===== src/rtl/adc_sar_sequencer.sv =====
// SAR ADC conversion sequencer.
// Runs a sample phase followed by a W-bit successive-approximation search.
// The trial code is decoded into row/column/binary switch enables for a
// split capacitor-matrix DAC; those enables depend only on the trial code.
module adc_sar_sequencer #(
    parameter int ROW_BITS      = 4,
    parameter int COL_BITS      = 5,
    parameter int BIN_BITS      = 3,
    parameter int SAMPLE_CYCLES = 2,
    localparam int W    = ROW_BITS + COL_BITS + BIN_BITS,
    localparam int NROW = 1 << ROW_BITS,
    localparam int NCOL = 1 << COL_BITS
) (
    input  logic                clk_in,
    input  logic                rst_in,
    input  logic                start_in,
    input  logic                comp_in,
    output logic                busy_out,
    output logic                sample_out,
    output logic                valid_out,
    output logic [W-1:0]        result_out,
    output logic [NROW-1:0]     row_n_out,
    output logic [NROW-1:0]     rowon_n_out,
    output logic [NCOL-1:0]     col_n_out,
    output logic [BIN_BITS-1:0] bincap_n_out
);

    localparam int IW = (W > 1) ? $clog2(W) : 1;

    typedef enum logic [1:0] {
        IDLE    = 2'd0,
        SAMPLE  = 2'd1,
        CONVERT = 2'd2,
        DONE    = 2'd3
    } state_t;

    state_t        state_q, state_d;
    logic [W-1:0]  code_q, code_d;
    logic [W-1:0]  result_q, result_d;
    logic [IW-1:0] idx_q, idx_d;
    logic [IW-1:0] idx_m1;
    logic [7:0]    cnt_q, cnt_d;

    logic [ROW_BITS-1:0] row_sel;
    logic [COL_BITS-1:0] col_sel;

    assign idx_m1 = idx_q - 1'b1;

    // State, trial code, bit index, sample counter and result registers
    always_ff @(posedge clk_in or posedge rst_in) begin
        if (rst_in) begin
            state_q  <= IDLE;
            code_q   <= '0;
            result_q <= '0;
            idx_q    <= '0;
            cnt_q    <= '0;
        end else begin
            state_q  <= state_d;
            code_q   <= code_d;
            result_q <= result_d;
            idx_q    <= idx_d;
            cnt_q    <= cnt_d;
        end
    end

    // Next-state logic: sampling countdown and one bit trial per CONVERT cycle
    always_comb begin
        state_d  = state_q;
        code_d   = code_q;
        result_d = result_q;
        idx_d    = idx_q;
        cnt_d    = cnt_q;
        case (state_q)
            IDLE: begin
                if (start_in) begin
                    state_d = SAMPLE;
                    code_d  = '0;
                    cnt_d   = '0;
                end
            end
            SAMPLE: begin
                if (cnt_q == 8'(SAMPLE_CYCLES - 1)) begin
                    state_d = CONVERT;
                    code_d  = {1'b1, {(W-1){1'b0}}};
                    idx_d   = IW'(W - 1);
                end else begin
                    cnt_d = cnt_q + 8'd1;
                end
            end
            CONVERT: begin
                // Comparator high means the DAC overshoots: drop the trial bit
                if (comp_in) begin
                    code_d[idx_q] = 1'b0;
                end
                if (idx_q != '0) begin
                    code_d[idx_m1] = 1'b1;
                    idx_d          = idx_m1;
                end else begin
                    state_d  = DONE;
                    result_d = code_d;
                end
            end
            DONE: begin
                state_d = IDLE;
            end
            default: begin
                state_d = IDLE;
            end
        endcase
    end

    assign busy_out   = (state_q != IDLE);
    assign sample_out = (state_q == SAMPLE);
    assign valid_out  = (state_q == DONE);
    assign result_out = result_q;

    assign row_sel = code_q[W-1 -: ROW_BITS];
    assign col_sel = code_q[BIN_BITS +: COL_BITS];

    // Capacitor-matrix decoder: full rows below r, partial row r, column thermometer
    always_comb begin
        rowon_n_out  = '1;
        row_n_out    = '1;
        col_n_out    = '1;
        bincap_n_out = ~code_q[BIN_BITS-1:0];
        for (int k = 0; k < NROW; k++) begin
            rowon_n_out[k] = !(k < int'(row_sel));
            row_n_out[k]   = (k != int'(row_sel));
        end
        for (int j = 0; j < NCOL; j++) begin
            col_n_out[j] = !(j < int'(col_sel));
        end
    end

endmodule


===== config.mk =====
export PLATFORM = sky130hd
export DESIGN_NAME = adc_sar_sequencer
export DESIGN_NICKNAME = d
export VERILOG_FILES = /design/src/rtl/adc_sar_sequencer.sv
export SDC_FILE = /design/constraint.sdc
export NUM_CORES = 1
export LEC_CHECK = 0
export CORE_MARGIN = 8
export CORE_UTILIZATION = 47
export DETAILED_ROUTE_END_ITERATION = 8
export PLACE_DENSITY = 0.86
export SLEW_MARGIN = 20
export SYNTH_ARGS = -nofsm -noshare
export SYNTH_HDL_FRONTEND = slang
export SYNTH_SLANG_ARGS = --single-unit
export TNS_END_PERCENT = 30

===== constraint.sdc =====
create_clock -name clk_in -period 2.6 [get_ports clk_in]
set_input_delay 0.78 -clock clk_in [delete_from_list [all_inputs] [get_ports clk_in]]
set_output_delay 0.78 -clock clk_in [all_outputs]
set_load 0.05 [all_outputs]

# --- Yosys cells after proc, flatten, opt, wreduce, memory -nomap -nowiden ---
# Cells that the tools add are included.
op_classes:
  addsub: 2
  n_mux: 20
  order_cmp: 50
  bitwise: 5
  n_reduce_logical: 60
  n_eq_ne: 24
ops:
  columns: ["op", "count"]
  rows:
  - ["less-than comparator 5 bit (first input constant)", 15]
  - ["2-to-1 mux 12 bit", 5]
  - ["logical NOT 1 bit", 46]
  - ["less-than comparator 4 x 5 -> 1 bit (first input constant)", 8]
  - ["one-hot mux 12 bit (3 select lines)", 1]
  - ["!= test 4 bit (first input constant)", 8]
  - ["less-than comparator 4 bit (first input constant)", 7]
  - ["less-than comparator 3 x 5 -> 1 bit (first input constant)", 4]
  - ["less-than comparator 3 x 4 -> 1 bit (first input constant)", 4]
  - ["2-to-1 mux 8 bit", 2]
  - ["!= test 3 x 4 -> 1 bit (first input constant)", 4]
  - ["one-hot mux 8 bit (2 select lines)", 1]
  - ["bitwise AND 12 bit", 1]
  - ["inverter 12 bit", 1]
  - ["OR 12 bit", 1]
  - ["AND reduction 3 bit", 4]
  - ["less-than comparator 1 x 5 -> 1 bit (first input constant)", 2]
  - ["less-than comparator 2 x 5 -> 1 bit (first input constant)", 2]
  - ["less-than comparator 4 x 5 -> 1 bit (second input constant)", 2]
  - ["adder 8 x 1 -> 8 bit (second input constant)", 1]
  - ["demux 1 bit (select 4 bit)", 2]
  - ["== test 8 x 1 -> 1 bit (second input constant)", 1]
  - ["greater-or-equal comparator 4 x 1 -> 1 bit (second input constant)", 2]
  - ["less-than comparator 1 x 4 -> 1 bit (first input constant)", 2]
  - ["other kinds (21)", 35]
word_totals:
  ff_bits: 38
  output_inout_bits: 82
  input_bits: 4

# --- Logic depth before layout (Yosys ltp) ---
depth:
  word_depth: 11
  mapped_depth: 8

# --- Worst setup path after synthesis ---
# OpenSTA, ideal clock, no wires.
synth_path:
  path_type: "register to output"
  start: "register code_q[9]"
  end: "output rowon_n_out[0]"
  arrival_time_ns: 2.927
  t_required_ns: 1.820
  n_path_buf: 1
  path_slack_ns: -1.107
  path_stages_with_launch: 5
  cell_sequence: "dfrtp_1 -> clkbuf_1 -> nor3_1 -> nand2b_1 -> inv_1"
synth_between:
  elab_chain_cells: 2
synth_rtl:
  columns: ["item", "line", "source"]
  rows:
  - ["start: declaration", "38", "logic [W-1:0] code_q, code_d;"]
  - ["start signal: assignment", "59", "code_q <= code_d;"]
  - ["less-than comparator 1 x 4 -> 1 bit", "127", "rowon_n_out[k] = !(k < int'(row_sel));"]
  - ["logical NOT 1 bit", "127", null]
  - ["end: declaration", "23", "output logic [NROW-1:0] rowon_n_out,"]
# No other way between the ends.

# --- Worst setup path after layout ---
layout_path:
  start: "register code_q[4]"
  end: "output col_n_out[20]"
layout_between:
  elab_chain_cells: 2
layout_rtl:
  columns: ["item", "line", "source"]
  rows:
  - ["less-than comparator 5 bit", "131", "col_n_out[j] = !(j < int'(col_sel));"]
  - ["logical NOT 1 bit", "131", null]
  - ["end: declaration", "24", "output logic [NCOL-1:0] col_n_out,"]
# No other way between the ends.

==> metrics <==
Warnings, synthesis=0; post-synth cell types=51; Critical Path AT=between 1.5 and 2 ns; Post-Synth Simple-Gate Area=between 20% and 30%; Hold Crit Start=result_out[3]; Setup WS pre-CTS=between 0.15 and 0.2 ns; CP startpoint kind=register; Synth Area in Compound Gates=24.2%; initial antenna violation count=0; Reg2Reg Capture Point=code_q[9]; pwr dens=between 900 and 1000 mW/mm^2; hpwl dp=approximately 6300 um; crit end category=output port; worst-margin pin slew=between 0.5 and 0.6 ns; clk sink count=38; share of cells above drive strength 1=approximately a quarter; commonest cells after routing, fill and taps aside=49 x nand2_1, 49 x buf_4, 37 x o21ai_1, 37 x dfrtp_1, 26 x buf_12; remaining antenna violation count=0; Post-Layout Cell Count=between 400 and 500; Final Cell Area=roughly 0.004 mm^2; post-synthesis instance area=approximately 0.0026 mm^2; Max Root-Sink Buffers=2; Final period util=97.1%; DRC Markers=0; number of CTS-inserted buffers=5; FILL cells=417; DR vias=between 2,000 and 3,000; Hold Crit Class=register to register; largest family of logic cells by synthesized area=simple AND/OR/NAND/NOR gates; IO Count=86; post-synthesis xor/xnor area fraction=between 1 and 1.5%; Hold EP=result_out[3]; Vias/cell=5.69; fin crit period=between 2 and 3 ns; largest net degree at the start of global routing=39; multiplexer area fraction after synthesis=approximately 1.6%; setup TNS=0 ns; WL per Instance=about 17 um; RSZ-0062 raised after global routing=false; Chip Width=91.0 um; main area contributors after synthesis=dfrtp_1 36%, o21ai_1 7.0%, nand2_1 7.0%; Synth top area share=between 30% and 40%; All-Layer GR Usage=about a fifth; r2r setup slk=0.33 ns; EDFF count, synth=0; clock slew at reported path FFs=0.08 ns; register area=approximately 950 um^2; multi-input logic area=around 0.0015 mm^2; Remaining Overflow, GRT=0; syn_area_per_cell=7.92 um^2; status=finished, final reports clean; fin worst setup slack=approximately 0.075 ns; final RePlAce weighted congestion=between 0.8 and 0.9; Post-Route Utilization=a little under three quarters; worst r2r path cells=7; IO buf count=83; worst-case vdd ir drop=approximately 0.88 mV; final setup fails=0; DR pass1 iterations=5; number of hold buffers added after cts=0; Die ar.=just over 0.008 mm^2; num rows=27; worst setup path class=register to output port; first-pass GRT wire length=approximately 13,000 um; final wirelength=just over 8000 um; core area=between 0.005 and 0.006 mm^2; Area after DPL=about 0.0037 mm^2; max frequency=396 MHz; NumNets Final=430; Adder-Cell Fraction of Synth Area=under 10%; Final Hold Viols=0; Reg-to-Reg Start=state_q[0]; area grow syn2layout=47.0%; sequential share of the synthesized area=35.9%; final max-slew violation count=0; vias in the first global route=between 2,000 and 3,000; leak pwr=1.72 nW; clock root buffer=clkbuf_8; Initial Util=roughly half; number of antenna diodes=0; number of cells on the worst hold path=2; Worst-Skew Late Latency=~0.30 ns; placed insts=about 480; Synth area leader=dfrtp_1; asr flop ratio synth=100%; Req. time, crit path=~1.8 ns; CTS tree=built; Die Y=between 90 and 100 um; Layout Skew=0.0139 ns; initial drt markers=roughly 290; Max Cap Violations=0; CP Max Fanout=12; Synth Flop Type=dfrtp_1; Synth Instances=334; H-Tree Depth=2; Slew Limit Headroom=around 64%; Seq cells post-synth=38
[through the flow]
stage,hold WS (ns),power (mW)
floorplan,0.466,2.35
global placement,0.458,2.97
detailed placement,0.475,3.02
CTS,0.493,3.65
global route,0.512,3.85
finish,0.488,3.66
[report_power, final]
part           internal (mW)  switching (mW)  total, mW
Sequential             0.700           0.143      0.843
Clock                  0.409           0.220      0.629
Combinational          0.771            1.41       2.18
Total                   1.88            1.78       3.66
[sequential cells by signal, summed over array words and instances (netlist names)]
signal      count
idx_q           4
state_q         2
code_q         12
result_out     12
cnt_q           8
[area by class of cell]
cell class / instances / area share (%)
tap: 72 / 2.32
multi-input combinational: 255 / 39.8
clock inverter: 2 / 1.54
inverter: 19 / 1.93
sequential: 38 / 24.5
clock buffer: 6 / 2.12
timing repair buffer: 94 / 27.8
[worst max path at each step]
stage | from | slack (ns) | end
detailed placement | start_in | 0.18 | code_q[2]
CTS | code_q[5] | 0.04 | col_n_out[8]
global route | code_q[4] | 0.02 | col_n_out[20]
floorplan | code_q[9] | -0.09 | rowon_n_out[2]
finish | code_q[4] | 0.07 | col_n_out[20]
global placement | start_in | 0.23 | code_q[2]
[layer usage]
metal	global-route usage, %	vias to the layer above	part of all wire, %
met5	0	-	0
met4	6.28	0	1.9
met3	3.62	14	5.8
met2	34.4	128	52
met1	22.3	1308	41
li1	-	1314	-
[what timing repair did]
action | CTS | global route
setup buffers | 0 | 0
setup endpoints to repair | 0 | 11
gates resized for setup | 0 | 3
[cell usage after synthesis, types with 5 or more instances]
cell       n
nand3_1   12
nor3_1     6
or2_1      5
inv_2      5
inv_1     14
nor2_1    25
nand4_1    5
dfrtp_1   38
and2_1     6
o21ai_0   11
a21oi_1   15
ha_1      13
o21ai_1   37
nand2_1   49
a31oi_1    8
nor2b_1    7
nand2b_1   5
and3_1     5
clkbuf_1  20
[cells by family (layout without fill, tap and decap cells)]
kind of cell	Yosys count	after routing
AO/OA/AOI/OAI	100	100
multiplexers	4	4
other	1	2
buffers and inverters	42	121
XOR/XNOR	4	4
adder cells (fa/ha/maj)	13	13
AND/OR/NAND/NOR	132	132
flip-flops	38	38
[critical path, stage by stage, from the launching register on]
cell and delay [ns]:
dfrtp_1 0.51, or2_1 0.35, and2_1 0.20, o21ai_1 0.22
buf_12 0.17
Power figures use the tool's default switching activity.
==> variant (same settings) <==
Encoding of `state_t`: now one-hot (4 bits for 4 states).
--- a/src/rtl/adc_sar_sequencer.sv
+++ b/src/rtl/adc_sar_sequencer.sv
@@ -27,11 +27,11 @@
 
     localparam int IW = (W > 1) ? $clog2(W) : 1;
 
-    typedef enum logic [1:0] {
-        IDLE    = 2'd0,
-        SAMPLE  = 2'd1,
-        CONVERT = 2'd2,
-        DONE    = 2'd3
+    typedef enum logic [3:0] {
+        IDLE    = 4'b0001,
+        SAMPLE  = 4'b0010,
+        CONVERT = 4'b0100,
+        DONE    = 4'b1000
     } state_t;
 
     state_t        state_q, state_d;
Formal check against the unedited RTL: same outputs for any inputs over 10 cycles, from zero or initial values and one cycle with rst_in high; not proved beyond that.
==> variant against the unedited design <==
  * Power shrank 11%
  * Final area rose by 2.3%
  * Routed wire length up 3.8%
  * Sequential cell count grew 2
  * Sequential power rose by 11%
  * Final cell count down 1.0%
  * Worst hold slack worse by 7.2 ps
  * Via count fell by 0.43%
  * Setup slack better by 39 ps
  * Synthesized area rose by 1.9%
  * Synthesized cell count up 0.60%
  * Count of clock-buffer cells in the layout did not move
  * Largest cell class unchanged
  * Largest power group unchanged
==> variant: results (changes against the unedited design) <==
CTS buffer count -> 5 (unchanged)
Met3 GRT Util -> 3.91% (was 3.62%)
Synth cell types -> 55 (was 51)
Max incr delay on CP -> 550 ps (was 510 ps)
Layout cells sized above 1 -> 25.2% (was 23.9%)
Clk pin slew, worst setup/hold paths -> 80 ps (about the same)
CP top delay family -> flip-flops (was simple AND/OR/NAND/NOR gates)
Worst-case clock buffer depth -> 2 (unchanged)
Port buffer count -> 83 (unchanged)
Outcome -> finished clean (unchanged)
First-pass iteration count of the detailed router -> 4 (was 5)
Lkg Pwr -> 1.77 nW (was 1.72 nW)
CTS Hold Bufs -> 0 (unchanged)
Initial antenna violation count -> 0 (unchanged)
Top cells by count, synth -> nand2_1, dfrtp_1, o21ai_0 (was nand2_1, dfrtp_1, o21ai_1)
Clock Latency Late Sink -> 300 ps (about the same)
Number of global-route vias before repair -> 2587 (was 2611)
Via count -> 2752 (was 2764)
Worst Hold Class -> flip-flop to flip-flop (unchanged)
Switching part of the total -> 50.2% (was 48.6%)
Crit-path slowest cell -> dfrtp_1 (unchanged)
Routed WL -> 8430 um (was 8120 um)
Total Routing Usage GR -> 19.8% (was 19.2%)
Largest net degree at the start of global routing -> 41 (was 39)
Met2 usage -> 33.3% (was 34.4%)
Pre-CTS WS -> 261 ps (was 179 ps)
Nets -> 421 (was 430)
Predominant post-synthesis flop cell -> dfrtp_1 (unchanged)
Met1 GRT Util -> 24.5% (was 22.3%)
Ys Warns -> 0 (unchanged)
Antenna cells -> 0 (unchanged)
Clock root buffer master -> clkbuf_8 (unchanged)
Detailed Route Iter0 Violations -> 208 (was 287)
Max_slew headroom -> 58.0% (was 64.2%)
GPL Wtd Cong -> 0.922 (was 0.896)
Area contributors post-synth -> dfrtp_1, nand2_1, o21ai_0 (was dfrtp_1, o21ai_1, nand2_1)
Worst VDD drop -> 0.599 mV (was 0.881 mV)
First-pass GRT wire length -> 13600 um (was 13300 um)
Sequential element share of the synthesized area -> 37.2% (was 35.9%)
CTS H-tree depth -> 2 (unchanged)
Setup repair bufs after CTS -> 0 (unchanged)
DP Wirelength -> 6590 um (was 6280 um)
CP max FO -> 16 (was 12)
Layout Skew -> 6.44 ps (was 13.9 ps)
Async SR Flop Fraction -> 100% (unchanged)
Critical Path AT -> 1710 ps (was 1750 ps)
Final global-route overflow total -> 0 (unchanged)
==> variant: cell count changes after synthesis, moves of 5 or more <==
| cell | delta |
|---|---|
| o21ai_0 | +18 |
| a221o_1 | +5 |
| buf_1 | +5 |
| or2_1 | -5 |
| nor2_1 | -6 |
| o21ai_1 | -37 |
| inv_1 | +5 |
| a21oi_1 | +7 |
==> variant: worst paths after layout <==
path                          startpoint       endpoint  slack (ps)  cells after the start
max                            code_q[5]  col_n_out[17]         110                      3
min                        result_out[1]  result_out[1]         480                      2
max reg2reg                     cnt_q[1]      code_q[0]         400                      7
min reg2reg                result_out[1]  result_out[1]         480                      2
max in group asynchronous         rst_in     state_q[0]        1290                      3
min in group asynchronous         rst_in       cnt_q[3]         950                      3
==> variant: worst min-delay path, stage by stage (launching register included) <==
cell and delay (ps):
dfrtp_1 350, nand2_1 40, o21ai_0 60
==> variant: kinds of logic after synthesis <==
group                    count (synthesis)  share of synthesized area (%)
XOR/XNOR                                 6                           1.95
other                                    1                          0.139
multiplexers                             5                           2.09
buffers and inverters                   51                           7.47
adder cells (fa/ha/maj)                  9                           4.18
flip-flops                              40                           37.2
AO/OA/AOI/OAI                           95                           22.7
AND/OR/NAND/NOR                        129                           24.3
==> variant: through the flow <==
step	total power, mW	cell area (um2)	hold WS (ps)	cells	TNS [ps]
4_1_cts	3.25	3970	487	481	0
2_1_floorplan	2.18	2710	503	337	-2290
3_3_place_gp	2.80	3880	460	473	0
3_5_place_dp	2.84	3880	470	473	0
5_1_grt	3.43	3980	518	481	0
6_report	3.24	3980	481	481	0
==> variant: power groups by stage <==
stage                     Sequential, mW  Combinational (mW)  Clock, mW
after CTS                          0.927                1.90      0.422
after global routing               0.959                2.02      0.450
after floorplan                     1.01                1.17          0
final                              0.932                1.90      0.412
after global placement             0.930                1.87          0
after detailed placement           0.940                1.90          0
==> variant: metal layers <==
metal / share of wire (%) / vias up
li1: - / 1323
met1: 42 / 1319
met2: 50 / 97
met3: 5.7 / 13
met4: 1.6 / 0
met5: 0 / -
==> variant: cell type report <==
cell class / count / area [um2]
Inverter: 20 / 75.1
Multi-Input combinational cell: 246 / 1510
Fill cell: 424 / 1560
Clock inverter: 2 / 16.3
Clock buffer: 6 / 72.6
Tap cell: 72 / 90.1
Timing Repair Buffer: 95 / 1210
Sequential cell: 40 / 1000
==> variant: repair_timing <==
| item | in CTS | in global routing |
|---|---|---|
| resized for setup | 0 | 1 |
| endpoints found under the setup margin | 0 | 1 |
| hold endpoints to repair | 0 | 0 |
